<file path="config.mk">
export PLATFORM = sky130hd
export DESIGN_NAME = roll_button
export DESIGN_NICKNAME = d
export VERILOG_FILES = /design/src/rtl/dice_pkg.sv /design/src/rtl/sync_debounce.sv /design/src/rtl/roll_button.sv
export SDC_FILE = /design/constraint.sdc
export NUM_CORES = 1
export LEC_CHECK = 0
export CORE_MARGIN = 4
export CORE_UTILIZATION = 52
export DETAILED_ROUTE_END_ITERATION = 6
export GPL_ROUTABILITY_DRIVEN = 1
export PLACE_DENSITY = 0.7
export SETUP_SLACK_MARGIN = 0.02
export SLEW_MARGIN = 20
export SYNTH_ARGS = -nofsm -noshare
export SYNTH_HDL_FRONTEND = slang
export SYNTH_SLANG_ARGS = --single-unit
export TNS_END_PERCENT = 5
</file>
<file path="constraint.sdc">
create_clock -name i_clk -period 2.1 [get_ports i_clk]
set_clock_uncertainty 0.05 [all_clocks]
set_input_delay 0.42 -clock i_clk [delete_from_list [all_inputs] [get_ports i_clk]]
set_output_delay 0.42 -clock i_clk [all_outputs]
set_load 0.01 [all_outputs]
</file>
<file path="src/rtl/dice_pkg.sv">
// Shared types and defaults for the dice board.
// Used by the ROLL button conditioner and the dice roller.
package dice_pkg;

  typedef enum logic [1:0] {
    IDLE,
    DOWN,
    REPEAT
  } rb_state_t;

  localparam int DEF_DEBOUNCE_CYCLES = 1000;
  localparam int DEF_HOLD_CYCLES     = 50000;
  localparam int DEF_REPEAT_CYCLES   = 10000;

  function automatic int rb_max(input int a, input int b);
    return (a > b) ? a : b;
  endfunction

endpackage

</file>
<file path="src/rtl/sync_debounce.sv">
// Two-flop synchroniser and restart-on-bounce debouncer.
// flip_o marks the edge on which stable_o toggles.
module sync_debounce
  import dice_pkg::*;
#(
  parameter int DEBOUNCE_CYCLES = DEF_DEBOUNCE_CYCLES
) (
  input  logic i_clk,
  input  logic RST,
  input  logic btn_i,
  output logic stable_o,
  output logic flip_o
);

  localparam int DW = $clog2(DEBOUNCE_CYCLES);
  localparam logic [DW-1:0] D_TERM = DW'(DEBOUNCE_CYCLES - 1);

  logic          s1_q;
  logic          s2_q;
  logic          stable_q;
  logic          stable_d;
  logic [DW-1:0] dcnt_q;
  logic [DW-1:0] dcnt_d;

  always_comb begin
    stable_d = stable_q;
    dcnt_d   = '0;
    flip_o   = 1'b0;
    if (s2_q != stable_q) begin
      if (dcnt_q == D_TERM) begin
        stable_d = ~stable_q;
        flip_o   = 1'b1;
      end else begin
        dcnt_d = dcnt_q + 1'b1;
      end
    end
  end

  always_ff @(posedge i_clk) begin
    if (RST) begin
      s1_q     <= 1'b0;
      s2_q     <= 1'b0;
      stable_q <= 1'b0;
      dcnt_q   <= '0;
    end else begin
      s1_q     <= btn_i;
      s2_q     <= s1_q;
      stable_q <= stable_d;
      dcnt_q   <= dcnt_d;
    end
  end

  assign stable_o = stable_q;

endmodule

</file>
<file path="src/rtl/roll_button.sv">
// ROLL push-button conditioner: debounced level, press pulse,
// long-press detection and auto-repeat pulses.
module roll_button
  import dice_pkg::*;
#(
  parameter int DEBOUNCE_CYCLES = DEF_DEBOUNCE_CYCLES,
  parameter int HOLD_CYCLES     = DEF_HOLD_CYCLES,
  parameter int REPEAT_CYCLES   = DEF_REPEAT_CYCLES,
  parameter bit REPEAT_EN       = 1'b1
) (
  input  logic i_clk,
  input  logic RST,
  input  logic BTN_IN,
  output logic ROLL,
  output logic PRESSED,
  output logic HELD
);

  localparam int HW = $clog2(rb_max(HOLD_CYCLES, REPEAT_CYCLES));
  localparam logic [HW-1:0] H_TERM = HW'(HOLD_CYCLES - 1);
  localparam logic [HW-1:0] R_TERM = HW'(REPEAT_CYCLES - 1);

  rb_state_t     state_q;
  rb_state_t     state_d;
  logic [HW-1:0] hcnt_q;
  logic [HW-1:0] hcnt_d;
  logic          roll_q;
  logic          roll_d;
  logic          held_q;
  logic          held_d;
  logic          pressed_q;
  logic          stable;
  logic          flip;
  logic          rise;
  logic          fall;

  sync_debounce #(
    .DEBOUNCE_CYCLES(DEBOUNCE_CYCLES)
  ) u_sync_debounce (
    .i_clk   (i_clk),
    .RST     (RST),
    .btn_i   (BTN_IN),
    .stable_o(stable),
    .flip_o  (flip)
  );

  assign rise = flip & ~stable;
  assign fall = flip & stable;

  always_ff @(posedge i_clk) begin
    if (RST) begin
      state_q   <= IDLE;
      hcnt_q    <= '0;
      roll_q    <= 1'b0;
      held_q    <= 1'b0;
      pressed_q <= 1'b0;
    end else begin
      state_q   <= state_d;
      hcnt_q    <= hcnt_d;
      roll_q    <= roll_d;
      held_q    <= held_d;
      pressed_q <= stable ^ flip;
    end
  end

  // Release always takes priority over the hold/repeat terminal count.
  always_comb begin
    state_d = state_q;
    hcnt_d  = hcnt_q;
    unique case (state_q)
      IDLE: begin
        if (rise) begin
          state_d = DOWN;
          hcnt_d  = '0;
        end
      end
      DOWN: begin
        if (fall) begin
          state_d = IDLE;
          hcnt_d  = '0;
        end else if (hcnt_q == H_TERM) begin
          if (REPEAT_EN) begin
            state_d = REPEAT;
            hcnt_d  = '0;
          end
        end else begin
          hcnt_d = hcnt_q + 1'b1;
        end
      end
      REPEAT: begin
        if (fall) begin
          state_d = IDLE;
          hcnt_d  = '0;
        end else if (hcnt_q == R_TERM) begin
          hcnt_d = '0;
        end else begin
          hcnt_d = hcnt_q + 1'b1;
        end
      end
      default: begin
        state_d = IDLE;
        hcnt_d  = '0;
      end
    endcase
  end

  always_comb begin
    roll_d = 1'b0;
    held_d = (state_d == REPEAT);
    unique case (state_q)
      IDLE:    roll_d = rise;
      REPEAT:  roll_d = ~fall & (hcnt_q == R_TERM);
      default: roll_d = 1'b0;
    endcase
  end

  assign ROLL    = roll_q;
  assign PRESSED = pressed_q;
  assign HELD    = held_q;

endmodule

</file>
==> flow_summary.json, run 1 <==
{
  "run_status": "completed",
  "place.port_buffers": 5,
  "grt_pass1_vias": 1260,
  "ys_ff_latch": 34,
  "worst_hold_startpoint": "u_sync_debounce.dcnt_q[0]$_SDFF_PP0_",
  "vias": 1291,
  "path_max_fanout": 14,
  "die_area_um2": 4110,
  "drt_iter0_drc": 90,
  "finalNetCount": 203,
  "grt_max_degree": 17,
  "numCtsBuffers": 5,
  "required_ps": 2260,
  "power_leakage_uw": 0.000718,
  "syn_inst": 178,
  "antennaDiodeCount": 0,
  "setup_viol": 0,
  "syn_nets": 187,
  "cp_slowest_cell": "dfxtp_1",
  "ant_nets": 0,
  "grt_usage_pct": 16.2,
  "yosysWarningCount": 0,
  "num_rows": 20,
  "synthDistinctLibCells": 39,
  "yosys.area.top_type": "dfxtp_1",
  "crit_path_start": "u_sync_debounce.dcnt_q[0]$_SDFF_PP0_",
  "routed_wl_um": 3130,
  "via_per_inst": 5.40,
  "post-synth-top-count-cell": "dfxtp_1",
  "gp_congestion": 0.785,
  "synth_ff_type": "dfxtp_1",
  "avgSynthCellArea_um2": 9.20,
  "clock_sinks": 34,
  "clock_path_buffers": 2,
  "drive_gt1_share_pct": 11.8,
  "total_power_uw": 1140,
  "ys_seq_area_share_pct": 41.6,
  "h-tree-depth": 2,
  "syn2layout_area_growth_pct": 14.1,
  "synth_common_cells": "34 x dfxtp_1, 24 x nor2_1, 19 x xor2_1",
  "met1_length_um": 1460,
  "cpPeakStageDelay_ps": 380,
  "hold_viol_final": 0,
  "pin_count": 6,
  "coreArea_um2": 3030,
  "die_w_um": 64.1,
  "routedWlPerCell_um": 13.1,
  "preCtsSetupSlack_ps": 147,
  "hpwl_um": 2170,
  "initial_core_util_pct": 54.1,
  "period_share_pct": 89.4,
  "relSlewSlack_pct": 69.4,
  "cts_hold_buf": 0,
  "vdd_drop_max_v": 0.000318,
  "synth_edf_count": 0,
  "fmaxAchievable_mhz": 533,
  "reg2reg_from": "u_sync_debounce.dcnt_q[0]$_SDFF_PP0_",
  "gr-total-overflow": 0,
  "cts_root_buffer": "clkbuf_4",
  "worst_pin_slew_ps": 458,
  "async_flop_share_pct": 0,
  "setup_ws_ps": 223,
  "worstSetupPathType": "register to register",
  "rsz0062_at_grt": "no",
  "startpoint_type": "register",
  "top_layer": "met4",
  "clk_pin_slew_worst_paths_ps": 100,
  "maxCapViolCount": 0,
  "met3_length_um": 105,
  "crit_chain": "ha_1 > nand4b_1 > o41ai_4 > buf_6 > buf_4 > nand2_1 > xor2_1 > nor2_1",
  "fin_crit_ps": 1880,
  "worst_ep_arrival_time_ps": 2040,
  "finish.utilization_pct": 61.7,
  "met2_length_um": 1560,
  "drv_slew": 0,
  "clk_latency_ps": 330,
  "powerDensity_nw_per_um2": 609,
  "grt_pass1_wl_um": 5420,
  "setup_tns_ps": 0,
  "cts_tree": "yes",
  "hold_class": "register to register",
  "synth_area_leaders": "dfxtp_1 42%, xor2_1 10%, nor2_1 5.5%",
  "drc_errors": 0,
  "netlist.area_leader.share_pct": 41.6,
  "die_h_um": 64.1,
  "netlist_area_um2": 1640,
  "dr.pass1.iters": 4,
  "antenna_found_initial": 0,
  "worst_setup_path_end_kind": "register"
}
-- worst max-delay path: cells and delay by family, from the launching register on --
| kind | cells | cell delay (ps) |
|---|---|---|
| buf+inv | 2 | 330 |
| simple gates | 3 | 300 |
| flops | 1 | 380 |
| xor+xnor | 1 | 130 |
| compound gates | 1 | 350 |
| fa+ha+maj | 1 | 200 |
-- power by group --
part | total (uW) | internal, uW | switching, uW
combinational | 21.8 | 9.55 | 12.3
clock | 467 | 253 | 215
sequential | 649 | 647 | 1.84
total | 1140 | 909 | 229
-- cell type report --
class	count	area, um2
fill	266	1160
sequential	34	681
multi-input combinational	133	910
timing repair buffer	15	129
clock inverter	1	30.0
tap	44	55.1
inverter	5	18.8
clock buffer	7	45.0
-- final timing paths --
path / depth (start not counted) / slack, ps / endpoint
worst max-delay path: 8 / 220 / hcnt_q[2]$_SDFFE_PP0P_
worst min-delay path: 1 / 420 / u_sync_debounce.dcnt_q[0]$_SDFF_PP0_
worst max register to register: 8 / 220 / hcnt_q[2]$_SDFFE_PP0P_
worst min register to register: 1 / 420 / u_sync_debounce.dcnt_q[0]$_SDFF_PP0_
-- stage by stage --
| step | std cells | hold slack (ps) | instance area, um2 |
|---|---|---|---|
| floorplan | 178 | 364 | 1640 |
| global placement | 228 | 370 | 1760 |
| detailed placement | 228 | 401 | 1760 |
| CTS | 236 | 425 | 1830 |
| global route | 239 | 441 | 1870 |
| finish | 239 | 420 | 1870 |
-- routing by layer --
| layer | vias to the layer above | global-route usage [%] |
|---|---|---|
| met5 | - | 0 |
| met4 | 0 | 3.96 |
| met3 | 2 | 4.22 |
| met2 | 20 | 28.9 |
| met1 | 607 | 19.4 |
| li1 | 662 | - |
-- what timing repair did --
| item | in CTS | in global routing |
|---|---|---|
| setup endpoints to repair | 0 | 14 |
| resized for setup | 0 | 2 |
| endpoints found under the hold margin | 0 | 0 |
| setup buffers | 0 | 3 |
-- cell usage in the layout, fill, tap and decap left out, types with 4 or more instances in the layout --
| cell | synthesis | routed |
|---|---|---|
| and3_1 | 6 | 6 |
| ha_1 | 6 | 6 |
| nand4_1 | 11 | 11 |
| nor4_1 | 4 | 4 |
| nand2_1 | 6 | 6 |
| clkbuf_4 | 0 | 5 |
| nor3_1 | 5 | 5 |
| nor2_1 | 24 | 24 |
| xor2_1 | 19 | 19 |
| a21oi_1 | 6 | 6 |
| nand2b_1 | 4 | 4 |
| buf_4 | 0 | 9 |
| nand3_1 | 8 | 8 |
| dfxtp_1 | 34 | 34 |
| clkdlybuf4s50_1 | 0 | 5 |
| inv_1 | 5 | 5 |
-- flip-flops by register name (all words and copies together), names as in the netlist --
name	cells
hcnt_q	16
u_sync_debounce.dcnt_q	10
state_q	2
HELD	1
PRESSED	1
ROLL	1
u_sync_debounce.s1_q	1
u_sync_debounce.s2_q	1
u_sync_debounce.stable_o	1
-- kinds of logic after synthesis --
| family | after synthesis | synth area share, % |
|---|---|---|
| AO/OA/AOI/OAI | 16 | 7.72 |
| adder cells (fa/ha/maj) | 6 | 4.58 |
| XOR/XNOR | 21 | 11.2 |
| flip-flops | 34 | 41.6 |
| AND/OR/NAND/NOR | 88 | 30.1 |
| buffers and inverters | 11 | 3.59 |
| multiplexers | 2 | 1.22 |
Note: power is estimated with default switching activity, not from simulation.
==> run 2: changes to the inputs <==
--- a/config.mk
+++ b/config.mk
@@ -6,10 +6,12 @@
 export NUM_CORES = 1
 export LEC_CHECK = 0
 export CORE_MARGIN = 4
-export CORE_UTILIZATION = 52
+export CORE_UTILIZATION = 50
+export CTS_BUF_LIST = sky130_fd_sc_hd__clkbuf_8
 export DETAILED_ROUTE_END_ITERATION = 6
 export GPL_ROUTABILITY_DRIVEN = 1
-export PLACE_DENSITY = 0.7
+export MAX_ROUTING_LAYER = met4
+export PLACE_DENSITY = 0.67
 export SETUP_SLACK_MARGIN = 0.02
 export SLEW_MARGIN = 20
 export SYNTH_ARGS = -nofsm -noshare
==> run 2 against run 1 <==
Power rose by 1.6%. Non-clock buffer count is 3 lower. Worst setup slack gained 13 ps. First-iteration DRC count fell by 33%.
==> flow_summary.json, run 2 (same netlist as run 1, synthesis figures left out) <==
{
  "pin_count": 6,
  "reg2reg_from": "u_sync_debounce.dcnt_q[0]$_SDFF_PP0_",
  "drt_iter0_drc": 60,
  "post_cts_buffers": 0,
  "run_status": "completed",
  "clock_sinks": 34,
  "powerDensity_nw_per_um2": 625,
  "grt_pass1_vias": 1274,
  "cp_slowest_cell": "dfxtp_1",
  "dr.pass1.iters": 4,
  "drive_gt1_share_pct": 10.9,
  "die_w_um": 65.2,
  "grt_pass1_wl_um": 5400,
  "r2r_end": "hcnt_q[10]$_SDFFE_PP0P_",
  "setup_tns_ps": 0,
  "design_area_um2": 1850,
  "largest_register_ffs": 16,
  "period_share_pct": 88.7,
  "final_cell_mix": "34 x dfxtp_1, 24 x nor2_1, 19 x xor2_1",
  "routed_wl_um": 3080,
  "grt_max_degree": 17,
  "drc_errors": 0,
  "clk_latency_ps": 280,
  "path_max_fanout": 16,
  "seq_area_um2": 681,
  "hold_viol_final": 0,
  "via_per_inst": 5.41,
  "coreArea_um2": 3100,
  "drv_slew": 0,
  "crit_chain": "ha_1 > nand4b_1 > o41ai_4 > buf_6 > nand4_1 > xor2_1 > nor2_2",
  "worst_setup_path_end_kind": "register",
  "required_ps": 2220,
  "hold_ws_ps": 400,
  "rsz0062_at_grt": "no",
  "path_buf_inv": 1,
  "maxCapViolCount": 0,
  "syn2layout_area_growth_pct": 13.0,
  "clk_pin_slew_worst_paths_ps": 70,
  "multiInputGateArea_um2": 898,
  "gp_congestion": 0.795,
  "finalNetCount": 200,
  "cts_root_buffer": "clkbuf_8",
  "r2r_cells": 7,
  "die_h_um": 65.2,
  "die_area_um2": 4260,
  "cts_hold_buf": 0,
  "initial_core_util_pct": 52.8,
  "ant_nets": 0,
  "routedWlPerCell_um": 13.0,
  "hold_depth": 1,
  "cpPeakStageDelay_ps": 370,
  "vias": 1277,
  "placed_cell_area_um2": 1760,
  "whs_endpoint": "u_sync_debounce.s2_q$_SDFF_PP0_",
  "h-tree-depth": 2,
  "worst_pin_slew_ps": 410,
  "power_leakage_uw": 0.000710,
  "antennaDiodeCount": 0,
  "grt_usage_pct": 17.1,
  "gr-total-overflow": 0,
  "finish.utilization_pct": 59.6,
  "cts_tree": "yes",
  "vdd_drop_max_v": 0.000385,
  "hpwl_um": 2140,
  "worst_ep_arrival_time_ps": 1980,
  "clock_path_buffers": 2,
  "mostFrequentLayoutCell": "dfxtp_1",
  "setup_viol": 0,
  "top_register": "hcnt_q",
  "fmaxAchievable_mhz": 537,
  "worstSetupPathType": "register to register",
  "relSlewSlack_pct": 72.6,
  "place.port_buffers": 5,
  "critPathTopFamily": "simple AND/OR/NAND/NOR gates",
  "antenna_found_initial": 0,
  "numCtsBuffers": 5,
  "fin_crit_ps": 1860,
  "total_power_uw": 1160,
  "top_regs": "hcnt_q (16), u_sync_debounce.dcnt_q (10), state_q (2)",
  "num_rows": 20,
  "hold_class": "register to register",
  "final.fill_count": 289,
  "startpoint_type": "register",
  "rrSetupSlack_ps": 240,
  "worst_hold_startpoint": "u_sync_debounce.s1_q$_SDFF_PP0_"
}
## run 2: changes by cell type in the layout (fill, tap and decap cells not counted)
cell / before / now
inv_1: 5 / 6
clkbuf_4: 5 / 0
bufinv_16: 1 / 0
o32a_2: 0 / 1
clkinv_2: 0 / 1
buf_4: 9 / 6
clkbuf_8: 0 / 6
clkbuf_1: 2 / 0
o32a_4: 1 / 0
## run 2: power breakdown
| group | leakage [uW] | internal, uW | switching [uW] |
|---|---|---|---|
| Sequential | 0.000274 | 647 | 1.88 |
| Combinational | 0.000384 | 8.53 | 12.0 |
| Clock | 0.0000524 | 259 | 227 |
| Total | 0.000710 | 915 | 241 |
## run 2: timing repair
action / 4_1_cts / 5_1_grt
endpoints found under the hold margin: 0 / 0
gates resized for setup: 0 / 1
endpoints found under the setup margin: 0 / 13
## run 2: layer usage
metal	global-route usage (%)	up-vias	routed length, um
met3	6.15	7	111
met5	-	-	0
met2	28.6	22	1520
li1	-	650	-
met4	7.77	0	62
met1	18.1	598	1380
## run 2: worst max-delay path by stage
stage	from	end	cells past startpoint
2_1_floorplan	u_sync_debounce.dcnt_q[0]$_SDFF_PP0_	hcnt_q[11]$_SDFFE_PP0P_	7
3_3_place_gp	u_sync_debounce.dcnt_q[0]$_SDFF_PP0_	hcnt_q[10]$_SDFFE_PP0P_	7
3_5_place_dp	u_sync_debounce.dcnt_q[0]$_SDFF_PP0_	hcnt_q[15]$_SDFFE_PP0P_	7
4_1_cts	u_sync_debounce.dcnt_q[0]$_SDFF_PP0_	hcnt_q[15]$_SDFFE_PP0P_	7
5_1_grt	u_sync_debounce.dcnt_q[0]$_SDFF_PP0_	hcnt_q[15]$_SDFFE_PP0P_	7
6_report	u_sync_debounce.dcnt_q[0]$_SDFF_PP0_	hcnt_q[10]$_SDFFE_PP0P_	7
## run 2: worst reg2reg max path, stage by stage (launching register included)
cell,delay [ps]
dfxtp_1,370
ha_1,190
nand4b_1,210
o41ai_4,340
buf_6,230
nand4_1,130
xor2_1,190
nor2_2,50
## run 2: cell type report
| class | instances | area share (%) |
|---|---|---|
| Timing Repair Buffer | 12 | 5.75 |
| Sequential cell | 34 | 36.8 |
| Multi-Input combinational cell | 133 | 48.5 |
| Clock inverter | 2 | 0.473 |
| Tap cell | 44 | 2.97 |
| Inverter | 5 | 1.01 |
| Clock buffer | 6 | 4.46 |
## run 2: through the flow
stage,setup slack [ps],instances
floorplan,166,178
global placement,217,228
detailed placement,128,228
CTS,115,236
global route,25.3,236
finish,237,236
